<file path="config.mk">
export PLATFORM = sky130hd
export DESIGN_NAME = sr_piso_serializer
export DESIGN_NICKNAME = d
export VERILOG_FILES = /design/src/rtl/sr_piso_pkg.sv /design/src/rtl/sr_piso_bitcnt.sv /design/src/rtl/sr_piso_serializer.sv
export SDC_FILE = /design/constraint.sdc
export NUM_CORES = 1
export LEC_CHECK = 0
export BUFFER_PORTS_ARGS = -buffer_cell sky130_fd_sc_hd__buf_2
export CORE_UTILIZATION = 49
export DETAILED_ROUTE_END_ITERATION = 8
export HOLD_SLACK_MARGIN = 0.03
export PLACE_DENSITY = 0.8
export SYNTH_ARGS = -nofsm -noshare
export SYNTH_HDL_FRONTEND = slang
export SYNTH_HIERARCHICAL = 1
export SYNTH_SLANG_ARGS = --single-unit
</file>
<file path="constraint.sdc">
create_clock -name clk -period 3.1 [get_ports clk]
set_clock_uncertainty 0.15 [all_clocks]
set_input_delay 0.31 -clock clk [delete_from_list [all_inputs] [get_ports clk]]
set_output_delay 0.31 -clock clk [all_outputs]
set_load 0.02 [all_outputs]
</file>
<file path="src/rtl/sr_piso_pkg.sv">
// Shared types and helpers for the sr_piso_serializer slice.
//   state_t      : FSM states (IDLE, SHIFT)
//   even_parity  : XOR reduction of a data word (zero-extended to MAX_W)
//   frame_len    : number of serial bits per frame for a given word width
// Optional feature macro: SR_PISO_PARITY_EN (appends one even-parity bit).
package sr_piso_pkg;

  localparam int MAX_W = 64;

  typedef enum logic {
    IDLE  = 1'b0,
    SHIFT = 1'b1
  } state_t;

  // Zero-extension does not change the XOR, so callers may pass narrow words.
  function automatic logic even_parity(input logic [MAX_W-1:0] v);
    return ^v;
  endfunction

  function automatic int frame_len(input int w);
`ifdef SR_PISO_PARITY_EN
    return w + 1;
`else
    return w;
`endif
  endfunction

endpackage

</file>
<file path="src/rtl/sr_piso_bitcnt.sv">
// Loadable down-counter tracking the bits left in the current frame.
//   clk, rst : clock, async active-high reset
//   ld       : load ld_val (priority over decrement)
//   en       : decrement by one; saturates at zero
//   cnt      : current count
//   is_last  : count is one, i.e. the final frame bit is on the line
module sr_piso_bitcnt #(
  parameter int CW = 4
) (
  input  logic          clk,
  input  logic          rst,
  input  logic          ld,
  input  logic          en,
  input  logic [CW-1:0] ld_val,
  output logic [CW-1:0] cnt,
  output logic          is_last
);

  always_ff @(posedge clk or posedge rst) begin
    if (rst)                       cnt <= '0;
    else if (ld)                   cnt <= ld_val;
    else if (en && (cnt != '0))    cnt <= cnt - 1'b1;
  end

  assign is_last = (cnt == CW'(1));

endmodule

</file>
<file path="src/rtl/sr_piso_serializer.sv">
// Parallel-in / serial-out serializer with ready/valid framing.
//   clk, rst   : clock, async active-high reset
//   din, load  : parallel word and load request (accepted when ready)
//   ready      : a load is accepted on the next rising edge
//   sout       : serial data, sout_valid marks frame bits
//   last       : final bit of the frame (parity bit when enabled)
//   busy       : frame in progress
// Optional feature macro: SR_PISO_PARITY_EN appends an even-parity bit.
module sr_piso_serializer
  import sr_piso_pkg::*;
#(
  parameter int WIDTH     = 8,
  parameter bit MSB_FIRST = 1'b0
) (
  input  logic             clk,
  input  logic             rst,
  input  logic [WIDTH-1:0] din,
  input  logic             load,
  output logic             ready,
  output logic             sout,
  output logic             sout_valid,
  output logic             last,
  output logic             busy
);

  localparam int FW = frame_len(WIDTH);
  localparam int CW = $clog2(WIDTH + 2);

  state_t         state;
  logic [FW-1:0]  shreg;
  logic [FW-1:0]  frame;
  logic [CW-1:0]  cnt;
  logic           cnt_last;
  logic           accept;
  logic           shifting;

  // Frame image laid out so the first bit sits at the shift-out end.
  always_comb begin
`ifdef SR_PISO_PARITY_EN
    frame = MSB_FIRST ? {din, even_parity(MAX_W'(din))}
                      : {even_parity(MAX_W'(din)), din};
`else
    frame = din;
`endif
  end

  assign shifting   = (state == SHIFT);
  // rst gates ready directly so it drops asynchronously even though the
  // FSM already sits in IDLE during reset.
  assign ready      = ~rst & (~shifting | cnt_last);
  assign accept     = load & ready;
  assign sout_valid = shifting;
  assign busy       = shifting;
  assign last       = shifting & cnt_last;
  assign sout       = shifting & (MSB_FIRST ? shreg[FW-1] : shreg[0]);

  sr_piso_bitcnt #(.CW(CW)) u_bitcnt (
    .clk     (clk),
    .rst     (rst),
    .ld      (accept),
    .en      (shifting),
    .ld_val  (CW'(FW)),
    .cnt     (cnt),
    .is_last (cnt_last)
  );

  always_ff @(posedge clk or posedge rst) begin
    if (rst) begin
      state <= IDLE;
      shreg <= '0;
    end else begin
      case (state)
        IDLE: if (load) begin
          shreg <= frame;
          state <= SHIFT;
        end
        SHIFT: begin
          if (cnt_last) begin
            // load during the last bit chains the next frame with no gap
            if (load) shreg <= frame;
            else begin
              shreg <= '0;
              state <= IDLE;
            end
          end else begin
            shreg <= MSB_FIRST ? (shreg << 1) : (shreg >> 1);
          end
        end
        default: state <= IDLE;
      endcase
    end
  end

endmodule

</file>
# [Yosys cells after proc, flatten, opt, wreduce, memory -nomap -nowiden]
# Index checks and enable logic that the tools add are counted.
[totals] word_cells=25 regBits=13 romBits=0 input_bits=11 ram_bits=0 latchBits=0 out_inout_bits=5 mem_count=0
[classes] bitwise_logic=7 n_addsub=1 n_mul=0 n_reduce_logical=3 n_div=0 n_eq_ne=2 shift=0 n_lt_le_gt_ge=0 muxes=9
[ops] op="8-bit two-way mux" n=3
[ops] op="8-bit one-hot mux with 2 select lines" n=1
[ops] op="4-bit two-way mux" n=2
[ops] op="1-bit bitwise AND" n=4
[ops] op="4-bit by 1-bit == test with 1-bit output (second input constant)" n=1
[ops] op="4-bit nonzero test" n=1
[ops] op="4-bit by 1-bit subtractor with 4-bit output (second input constant)" n=1
[ops] op="1-bit two-way mux" n=2
[ops] op="2-bit inequality test (second input constant)" n=1
[ops] op="1-bit inverter" n=2
[ops] op="1-bit one-hot mux with 2 select lines" n=1
[ops] op="2-bit nonzero test" n=1
[ops] op="1-bit logical AND" n=1
[ops] op="1-bit OR" n=1

# [Longest topological paths before layout]
# Gate-level depths: netlist of the first run.
[logic_depth] word_depth=5 mapped_depth=9 mapped_depth_nobuf=8

# [Hierarchy]
# The synthesis of the first run kept the hierarchy.
[modules_own_cells] mod="sr_piso_serializer" seq_area_each_um2=225.2 instances=1 area_each_um2=540.5 cells_per_inst=49
[modules_own_cells] mod="sr_piso_bitcnt" seq_area_each_um2=100.1 instances=1 area_each_um2=286.5 cells_per_inst=30

# [Worst setup path after synthesis of the first run]
# Ideal clock, no wire load.
[synth_timing] kind="reg2reg" from="register u_bitcnt.cnt[1]" to="register u_bitcnt.cnt[3]" synth_period_minus_slack_ns=2.248 arrival_time_ns=1.972 path_buffers=1 slack_ns=0.852 required_time_ns=2.824 path_stages_with_launch=9 setup_ns=0.126 path_cell_list="dfrtp_1 inv_1 ha_1 nor3b_1 and2b_4 nor3_1 buf_4 nor3_1 a221o_1"
[synth_via] elab_chain_cells=5 word_cells_on_any_way=10 cone_classes="1 x add/sub; 1 x eq/ne; 2 x mux; 3 x bitwise; 3 x reduce/logical"
[synth_rtl] element="start: declaration" line_no="sr_piso_bitcnt.sv:15" source="output logic [CW-1:0] cnt,"
[synth_rtl] element="start signal: assignment" line_no="sr_piso_bitcnt.sv:21" source="else if (ld) cnt <= ld_val;"
[synth_rtl] element="start signal: assignment" line_no="sr_piso_bitcnt.sv:22" source="else if (en && (cnt != '0)) cnt <= cnt - 1'b1;"
[synth_rtl] element="4-bit by 1-bit == test with 1-bit output (*)" line_no="sr_piso_bitcnt.sv:25" source="assign is_last = (cnt == CW'(1));"
[synth_rtl] element="via cnt_last" line_no="sr_piso_serializer.sv:33" source="logic cnt_last;"
[synth_rtl] element="1-bit OR (*)" line_no="sr_piso_serializer.sv:50" source="assign ready = ~rst & (~shifting | cnt_last);"
[synth_rtl] element="1-bit bitwise AND (*)" line_no="sr_piso_serializer.sv:50"
[synth_rtl] element="1-bit bitwise AND (*)" line_no="sr_piso_serializer.sv:51" source="assign accept = load & ready;"
[synth_rtl] element="via accept" line_no="sr_piso_serializer.sv:34" source="logic accept;"
[synth_rtl] element="4-bit two-way mux / 2-bit nonzero test (equally long branches)"
# The timed path passes the listed nets; every way through them passes the cells marked *. The select of a mux whose other input is x is not followed.
# A chain may end at the register's enable or synchronous reset.

# [Worst setup path after layout of the first run]
[layout_timing] from="register u_bitcnt.cnt[1]" to="output ready"
[layout_via] elab_chain_cells=3
[layout_rtl] element="4-bit by 1-bit == test with 1-bit output" line_no="sr_piso_bitcnt.sv:25"
[layout_rtl] element="via cnt_last" line_no="sr_piso_serializer.sv:33"
[layout_rtl] element="1-bit OR" line_no="sr_piso_serializer.sv:50"
[layout_rtl] element="1-bit bitwise AND" line_no="sr_piso_serializer.sv:50"
[layout_rtl] element="end: declaration" line_no="sr_piso_serializer.sv:19" source="output logic ready,"
# The timed path passes the listed nets, and every way through them passes these cells.

==> results of run 1 <==
kinds of logic after synthesis:
group	count (synthesis)	share of synthesized area (%)
AOI/OAI and AO/OA	15	15.4
adders and majority gates	2	3.03
buffers and inverters	12	8.47
DFF	13	39.3
muxes	1	1.21
other	2	0.908
and+or+nand+nor	34	31.6
cells in the mapped netlist, drive strengths merged:
| cell type | instances |
|---|---|
| and3b | 7 |
| and2 | 2 |
| nand2b | 1 |
| nor2b | 1 |
| o311ai | 1 |
| ha | 2 |
| nand2 | 5 |
| dfrtp | 13 |
| nor3 | 2 |
| or3b | 1 |
| and2b | 1 |
| conb | 2 |
| and4b | 1 |
| a31o | 1 |
| buf | 7 |
| a21oi | 2 |
| a32o | 1 |
| nor4b | 1 |
| a221o | 1 |
| nor3b | 10 |
| mux2i | 1 |
| a311o | 7 |
| o21ai | 2 |
| inv | 5 |
| nor2 | 2 |
worst min-delay path by stage:
stage           start               to  cells past startpoint  slack, ns
2_1_floorplan     rst  u_bitcnt/cnt[0]                      1      -0.07
3_3_place_gp      rst  u_bitcnt/cnt[1]                      2       0.08
3_5_place_dp      rst  u_bitcnt/cnt[0]                      2       0.09
4_1_cts        din[6]         shreg[6]                      2       0.12
5_1_grt        din[5]         shreg[5]                      2       0.12
6_report       din[6]         shreg[6]                      2       0.13
state kept, by name (all words and copies together) (netlist names):
signal        cells
u_bitcnt/cnt      4
busy              1
shreg             8
critical path, cell delays in order (launching register included):
cell     delay [ns]
dfrtp_1        0.41
inv_1          0.08
ha_1           0.13
nor3b_1        0.17
buf_4          0.18
and2b_4        0.19
nor2_1         0.07
buf_2          0.16
cell type report:
type / count / area (um^2) / area share (%)
clock buffer: 4 / 26.3 / 2.83
inverter: 5 / 18.8 / 2.02
multi-input combinational: 56 / 439 / 47.2
sequential: 13 / 325 / 35.0
tap: 16 / 20.0 / 2.15
timing repair buffer: 18 / 100 / 10.8
metrics by stage:
| step | worst slack (ns) | power [mW] | instance area, um^2 |
|---|---|---|---|
| 2_1_floorplan | 0.852 | 0.669 | 835 |
| 3_3_place_gp | 1.05 | 0.712 | 893 |
| 3_5_place_dp | 0.962 | 0.725 | 893 |
| 4_1_cts | 0.941 | 0.840 | 930 |
| 5_1_grt | 0.783 | 0.899 | 930 |
| 6_report | 0.962 | 0.831 | 930 |
routing by layer:
| metal | wire length (um) | share of wire, % | up-vias |
|---|---|---|---|
| met5 | 0 | 0 | - |
| met4 | 27 | 1.9 | 0 |
| met3 | 54 | 3.8 | 2 |
| met2 | 621 | 44 | 16 |
| met1 | 702 | 50 | 270 |
| li1 | - | - | 318 |
power groups by stage:
stage / clock network [mW] / registers, mW / logic, mW
4_1_cts: 0.114 / 0.320 / 0.406
3_5_place_dp: 0 / 0.323 / 0.402
6_report: 0.109 / 0.320 / 0.402
2_1_floorplan: 0 / 0.292 / 0.376
5_1_grt: 0.117 / 0.335 / 0.447
3_3_place_gp: 0 / 0.318 / 0.394
==> run_results.csv, run 1 <==
group,metric,value,unit
power,internal-power,0.521,mW
final_layout,nets,110,
worst_setup_path,reg2reg_depth,9,
detailed_routing,drc,0,
clock_network,root_buffer,"clkbuf_4",
final_layout,final_common_cell,"buf_2",
clock_network,ctsHoldBuffers,1,
min_path,hp-class,"input pin to register",
sta,period_needed,2.14,ns
worst_setup_path,critPathKind,"register to output pin",
detailed_routing,routed_wl,1410,um
synthesis,syn_avg_cell_area,10.5,um^2
grt,grt_max_degree,29,
grt,grt_pass1_vias,563,
detailed_routing,antenna_left,0,
power,p_switching,0.310,mW
grt,use_met3,2.55,%
detailed_routing,wl_per_cell,12.6,um
grt,grt_pass1_wl,2630,um
power,clkPwrFrac,13.1,%
grt,grt.overflow.total,0,
final_layout,final_cell_mix,"buf_2, dfrtp_1, nor3b_1",
outcome,status,"finished clean",
final_layout,fillers,138,
placed_design,dpl.hpwl,982,um
placed_design,place_congestion,0.837,
power,powerDensity,894,mW/mm^2
worst_setup_path,crit_start,"u_bitcnt/cnt[1]",
synthesis,yosysUniqueCellTypes,28,
synthesis,yosysWarningCount,6,
power,seqPwrFrac,38.5,%
die,core,0.00154,mm^2
sta,hold_viol,0,
synthesis,synth_seq_cells,13,
worst_setup_path,r2r_slack,0.98,ns
die,die_h,43.1,um
clock_network,clkTransAtPathRegs,0.08,ns
sta,finalSetupViolations,0,
sta,slew_headroom,49.2,%
worst_setup_path,cp.arrival,1.68,ns
worst_setup_path,critPathCapture,"ready",
synthesis,yosys.area.top_type_share,39.3,%
die,num_rows,14,
sta,rsz0062_at_grt,"no",
worst_setup_path,r2r_start,"u_bitcnt/cnt[1]",
job,drv_cap,0,
final_layout,instances_no_fill,112,
worst_setup_path,cp_data_required_time,2.64,ns
power,p_leak,0.451,nW
clock_network,postCtsSetupBuffers,0,
power,p_sw_share,37.3,%
sta,final_max_slew_viol_count,0,
final_layout,drive_above_1_share,33.3,%
final_layout,post-route-util,60.3,%
die,io_pins,16,
sta,hold_slack,0.127,ns
grt,busiest_layer,"met1",
placed_design,io_buffers,15,
sta,post-route-period-util,69.0,%
synthesis,yosysTopAreaCell,"dfrtp_1",
grt,use_met1,28.0,%
placed_design,placed_cells,107,
clock_network,cts_tree,"done",
grt,antenna_found_initial,0,
die,initial_core_util,53.7,%
synthesis,syn_area,827,um^2
die,die_w,43.1,um
power,p_comb_share,48.4,%
final_layout,antenna_cells,0,
clock_network,cts_buffers,3,
clock_network,cts.sinks,13,
clock_network,clock_path_buffers,2,
grt,grtUsageTotal,19.2,%
power,ir_drop,0.447,mV
detailed_routing,vias,606,
synthesis,syn_inst,79,
grt,grtUsageMet2,27.2,%
sta,worstMarginPinSlew,0.762,ns
clock_network,clk_latency,0.28,ns
sta,fin_setup_tns,0,ns
final_layout,syn_to_final_growth,12.4,%
detailed_routing,drt_iter0_drc,11,
die,dieArea,0.00186,mm^2
worst_setup_path,crit_path_end_kind,"output pin",
synthesis,synth_area_leaders,"dfrtp_1, nor3b_1, a311o_1",
clock_network,htree_levels,1,
detailed_routing,via_per_inst,5.41,
worst_setup_path,critPathLaunchType,"register",
worst_setup_path,path_max_fanout,10,
sta,fmax,468,MHz
worst_setup_path,r2r-end,"u_bitcnt/cnt[3]",
detailed_routing,dr.pass1.iters,4,
synthesis,seq_area_frac_synth,39.3,%
clock_network,cts-resized-gates,0,
Power figures use the tool's default switching activity.
==> inputs of run 2 (changes only) <==
--- a/config.mk
+++ b/config.mk
@@ -5,6 +5,7 @@
 export SDC_FILE = /design/constraint.sdc
 export NUM_CORES = 1
 export LEC_CHECK = 0
+export ABC_AREA = 1
 export BUFFER_PORTS_ARGS = -buffer_cell sky130_fd_sc_hd__buf_2
 export CORE_UTILIZATION = 49
 export DETAILED_ROUTE_END_ITERATION = 8
==> constraint.sdc (replaced) <==
create_clock -name clk -period 2.2 [get_ports clk]
set_clock_uncertainty 0.15 [all_clocks]
set_input_delay 0.22 -clock clk [delete_from_list [all_inputs] [get_ports clk]]
set_output_delay 0.22 -clock clk [all_outputs]
set_load 0.02 [all_outputs]
==> run_results.csv, run 2 <==
group,metric,value,unit
die,dieArea,0.00181,mm^2
worst_setup_path,slowest_stage,"dfrtp_1",
worst_setup_path,crit_chain,"inv_1, ha_1, nor3b_1, buf_4, nand2_1, inv_1, buf_2",
grt,grtUsageTotal,19.2,%
synthesis,synthAdderAreaFrac,3.11,%
die,num_rows,14,
final_layout,largest_reg_flops,8,
sta,hold_viol,0,
clock_network,root_buffer,"clkbuf_4",
placed_design,place_congestion,0.803,
sta,worstMarginPinSlew,0.514,ns
clock_network,cts-resized-gates,0,
detailed_routing,vias,738,
worst_setup_path,cp.arrival,1.65,ns
synthesis,synth_common_cells,"nand2_1, inv_1, nand3_1",
synthesis,muxShareOfSynthArea,0,%
detailed_routing,dr.pass1.iters,4,
detailed_routing,drt_iter0_drc,17,
synthesis,yosysTopAreaCell,"dfrtp_1",
final_layout,largest_register,"shreg",
outcome,status,"finished clean",
placed_design,io_buffers,15,
final_layout,final_common_cell,"nand2_1",
synthesis,synth_xor_xnor_area_share,0,%
clock_network,clock_path_buffers,2,
synthesis,seq_area_frac_synth,40.4,%
placed_design,dpl.hpwl,1170,um
final_layout,drive_above_1_share,21.7,%
synthesis,synth_compound_area_share,1.87,%
synthesis,yosysMostFrequentCell,"nand2_1",
die,core,0.00152,mm^2
final_layout,nets,152,
synthesis,async_flop_share,100,%
clock_network,ctsHoldBuffers,2,
synthesis,synth_seq_cells,13,
worst_setup_path,path_max_fanout,3,
final_layout,syn_to_final_growth,17.3,%
die,initial_core_util,52.8,%
min_path,holdPathStages,5,
detailed_routing,via_per_inst,4.79,
synthesis,ys_dominant_reg_cell,"dfrtp_1",
clock_network,cts_tree,"done",
grt,grt.overflow.total,0,
synthesis,yosysWarningCount,6,
detailed_routing,drc,0,
die,io_pins,16,
detailed_routing,routed_wl,1570,um
synthesis,synth_edf_count,0,
worst_setup_path,cp_top_family,"buffers and inverters",
synthesis,yosys.area.top_type_share,40.4,%
worst_setup_path,crit_path_end_kind,"output pin",
sta,fin_setup_tns,0,ns
detailed_routing,wl_per_cell,10.2,um
synthesis,yosysUniqueCellTypes,18,
clock_network,htree_levels,1,
worst_setup_path,reg2reg_depth,11,
job,drv_cap,0,
final_layout,antenna_cells,0,
sta,fmax,496,MHz
final_layout,post-route-util,61.9,%
synthesis,syn_inst,116,
worst_setup_path,crit_top_cell,"inv_1",
synthesis,yosys.area_share.simple,41.1,%
clock_network,cts_buffers,3,
clock_network,cts.sinks,13,
synthesis,synth_top_family_by_area,"simple AND/OR/NAND/NOR gates",
worst_setup_path,cp.buffers_inverters,4,
synthesis,syn_avg_cell_area,6.94,um^2
power,ir_drop,0.586,mV
worst_setup_path,cp.depth,7,
min_path,hp-class,"input pin to register",
power,powerDensity,1190,mW/mm^2
worst_setup_path,cp_data_required_time,1.83,ns
synthesis,syn_area,805,um^2
clock_network,clk_latency,0.27,ns
sta,rsz0062_at_grt,"no",
worst_setup_path,critPathKind,"register to output pin",
die,die_h,42.5,um
power,total_power,1.12,mW
detailed_routing,antenna_left,0,
sta,finalSetupViolations,0,
placed_design,dp_worst_setup_slack,0.323,ns
sta,period_needed,2.02,ns
grt,antenna_found_initial,0,
sta,slew_headroom,65.7,%
worst_setup_path,critical_path.max_stage_delay,0.40,ns
grt,grt_max_degree,16,
die,die_w,42.5,um
worst_setup_path,critPathLaunchType,"register",
sta,final_max_slew_viol_count,0,
final_layout,final_cell_mix,"nand2_1, inv_1, nand3_1",
grt,grt_pass1_vias,672,
sta,layout_setup_ws,0.184,ns
synthesis,synth_area_leaders,"dfrtp_1, nand2_1, nand3_1",
sta,post-route-period-util,91.6,%
clock_network,postCtsSetupBuffers,0,
grt,grt_pass1_wl,2680,um
clock_network,clkTransAtPathRegs,0.09,ns
power,p_leak,0.582,nW
sta,hold_slack,0.0711,ns
run 2: cells by family (layout without fill, tap and decap cells):
group,Yosys count,in the layout
other,2,4
AND/OR/NAND/NOR,73,73
adder cells (fa/ha/maj),2,2
flip-flops,13,13
AO/OA/AOI/OAI,3,3
buffers and inverters,23,43
run 2: layout make-up:
class,instances,area [um^2]
Fill cell,150,581
Multi-Input combinational cell,82,385
Sequential cell,13,325
Timing Repair Buffer,19,110
Inverter,20,75.1
Clock buffer,3,22.5
Tap cell,16,20.0
Clock inverter,1,5.00
run 2: path summary, 6_finish.rpt:
kind	to	slack (ns)	start
worst min-delay path	shreg[4]	0.07	din[4]
worst max-delay path	last	0.18	u_bitcnt/cnt[1]
worst min register to register	shreg[7]	0.35	shreg[7]
worst max register to register	u_bitcnt/cnt[2]	0.31	u_bitcnt/cnt[1]
max in group asynchronous	shreg[7]	1.34	rst
min in group asynchronous	u_bitcnt/cnt[2]	0.26	rst
run 2: worst register-to-register path, delay by kind of cell, from the launching register on:
kind	cells	cell delay, ns
AO/OA/AOI/OAI	1	0.05
flip-flops	1	0.40
AND/OR/NAND/NOR	6	0.72
buffers and inverters	3	0.32
adder cells (fa/ha/maj)	1	0.14
run 2: layer usage:
layer / part of all wire (%) / wire length, um / up-vias / GRT usage, %
met1: 52 / 811 / 328 / 27.7
met2: 44 / 691 / 17 / 29.5
met5: 0 / 0 / - / 0
met4: 0.89 / 14 / 0 / 6.25
met3: 3.3 / 51 / 2 / 2.59
li1: - / - / 391 / -
run 2: stage by stage:
stage / instance area, um^2 / instances
after floorplan: 812 / 118
after global placement: 896 / 148
after detailed placement: 896 / 148
after CTS: 943 / 154
after global routing: 943 / 154
final: 943 / 154
run 2: power breakdown:
group          total [mW]  switching, mW  internal, mW  leakage, nW
clock               0.153         0.0858        0.0673       0.0177
sequential          0.425         0.0869         0.338        0.164
combinational       0.542          0.331         0.211        0.400
total                1.12          0.504         0.616        0.582
==> inputs of run 3 (changes only) <==
--- a/config.mk
+++ b/config.mk
@@ -10,7 +10,7 @@
 export CORE_UTILIZATION = 49
 export DETAILED_ROUTE_END_ITERATION = 8
 export HOLD_SLACK_MARGIN = 0.03
-export PLACE_DENSITY = 0.8
+export PLACE_DENSITY = 0.76
 export SYNTH_ARGS = -nofsm -noshare
 export SYNTH_HDL_FRONTEND = slang
 export SYNTH_HIERARCHICAL = 1
==> run_results.csv, run 3 (same netlist as run 2, synthesis figures left out) <==
group,metric,value,unit
outcome,status,"finished clean",
sta,fin_setup_tns,0,ns
min_path,hp-class,"input pin to register",
die,die_h,42.5,um
grt,grt_pass1_vias,704,
grt,grt.overflow.total,0,
power,p_switching,0.514,mW
worst_setup_path,crit_path_end_kind,"output pin",
clock_network,clk_latency,0.28,ns
power,total_power,1.14,mW
sta,period_needed,1.97,ns
detailed_routing,wl_per_cell,10.4,um
sta,hold_viol,0,
worst_setup_path,path_max_fanout,3,
die,num_rows,14,
grt,grt_max_degree,15,
grt,antenna_found_initial,0,
final_layout,final_common_cell,"nand2_1",
detailed_routing,drt_iter0_drc,30,
detailed_routing,drc,0,
final_layout,drive_above_1_share,22.3,%
grt,grtUsageTotal,20.4,%
final_layout,post-route-util,62.4,%
worst_setup_path,r2r-end,"u_bitcnt/cnt[2]",
final_layout,syn_to_final_growth,18.2,%
final_layout,antenna_cells,0,
sta,final_max_slew_viol_count,0,
die,dieArea,0.00181,mm^2
clock_network,cts_buffers,3,
placed_design,place_congestion,0.903,
job,drv_cap,0,
worst_setup_path,crit_start,"u_bitcnt/cnt[1]",
power,clkPwrFrac,13.4,%
power,seqPwrFrac,35.7,%
final_layout,largest_reg_flops,8,
worst_setup_path,critPathKind,"register to output pin",
worst_setup_path,r2r_start,"u_bitcnt/cnt[1]",
sta,rsz0062_at_grt,"no",
final_layout,largest_register,"shreg",
power,p_sw_share,45.1,%
power,p_leak,0.586,nW
worst_setup_path,reg2reg_depth,11,
power,internal-power,0.626,mW
placed_design,dpl.hpwl,1200,um
detailed_routing,routed_wl,1610,um
worst_setup_path,critPathCapture,"last",
detailed_routing,vias,759,
die,die_w,42.5,um
power,p_comb_share,50.9,%
worst_setup_path,cp.arrival,1.60,ns
clock_network,clock_path_buffers,2,
detailed_routing,dr.pass1.iters,4,
worst_setup_path,critPathLaunchType,"register",
die,io_pins,16,
power,ir_drop,0.700,mV
placed_design,io_buffers,15,
clock_network,cts.sinks,13,
detailed_routing,antenna_left,0,
sta,finalSetupViolations,0,
sta,fmax,507,MHz
final_layout,nets,153,
final_layout,final_cell_mix,"nand2_1, inv_1, nand3_1",
die,core,0.00152,mm^2
clock_network,clkTransAtPathRegs,0.09,ns
die,initial_core_util,52.8,%
grt,grt_pass1_wl,2740,um
detailed_routing,via_per_inst,4.90,
clock_network,htree_levels,1,
clock_network,root_buffer,"clkbuf_4",
sta,post-route-period-util,89.7,%
final_layout,fillers,140,
power,powerDensity,1200,mW/mm^2
worst_setup_path,r2r_slack,0.32,ns
clock_network,cts_tree,"done",
worst_setup_path,cp_data_required_time,1.83,ns
## run 3: cell types whose count changed in the layout (fill, tap and decap cells not counted), sizes merged
cell  previous run  this run
buf             17        18
## run 3: worst min path at each step
stage                     slack, ns              end  startpoint  depth (start not counted)
after global placement       -0.006  u_bitcnt/cnt[0]         rst                          2
after CTS                      0.07         shreg[5]      din[5]                          5
final                          0.07         shreg[5]      din[5]                          5
after global routing           0.09         shreg[1]      din[1]                          5
after floorplan               -0.16  u_bitcnt/cnt[0]         rst                          1
after detailed placement       0.01  u_bitcnt/cnt[0]         rst                          2
## run 3: layer usage
layer	part of all wire [%]	global-route usage [%]	up-vias
met1	47	25.0	344
li1	-	-	395
met5	0	0	-
met4	1.4	9.38	0
met3	3.3	5.17	4
met2	48	33.5	16
## run 3: area by class of cell
class	instances	area [um^2]	share of cell area, %
Multi-Input combinational cell	82	385	40.5
Inverter	20	75.1	7.89
Clock buffer	3	22.5	2.37
Timing Repair Buffer	20	118	12.4
Sequential cell	13	325	34.2
Tap cell	16	20.0	2.11
Clock inverter	1	5.00	0.526
## run 3: repair_timing
action                     4_1_cts  5_1_grt
gates resized for setup          0        0
hold endpoints to repair        14        0
setup endpoints to repair        0        0
setup buffers                    0        0
hold buffers                     2        0
## run 3: power groups by stage
stage | clock [mW] | combinational (mW) | sequential (mW)
after CTS | 0.158 | 0.576 | 0.406
final | 0.153 | 0.580 | 0.407
after global routing | 0.169 | 0.655 | 0.421
after global placement | 0 | 0.557 | 0.406
after detailed placement | 0 | 0.571 | 0.411
after floorplan | 0 | 0.437 | 0.407
## run 3: critical path: stages, from the launching register on
cell and delay (ns):
dfrtp_1 0.40, inv_1 0.08, ha_1 0.14, nor3b_1 0.27
buf_4 0.18, nand2_1 0.06, inv_1 0.05, buf_2 0.15
## run 3: stage by stage
stage / cells / worst slack (ns) / instance area [um^2] / hold slack [ns]
after floorplan: 118 / 0.112 / 812 / -0.164
after CTS: 155 / 0.219 / 951 / 0.0650
after global placement: 149 / 0.457 / 903 / -0.00566
final: 155 / 0.226 / 951 / 0.0687
after global routing: 155 / 0.100 / 951 / 0.0916
after detailed placement: 149 / 0.396 / 903 / 0.0128
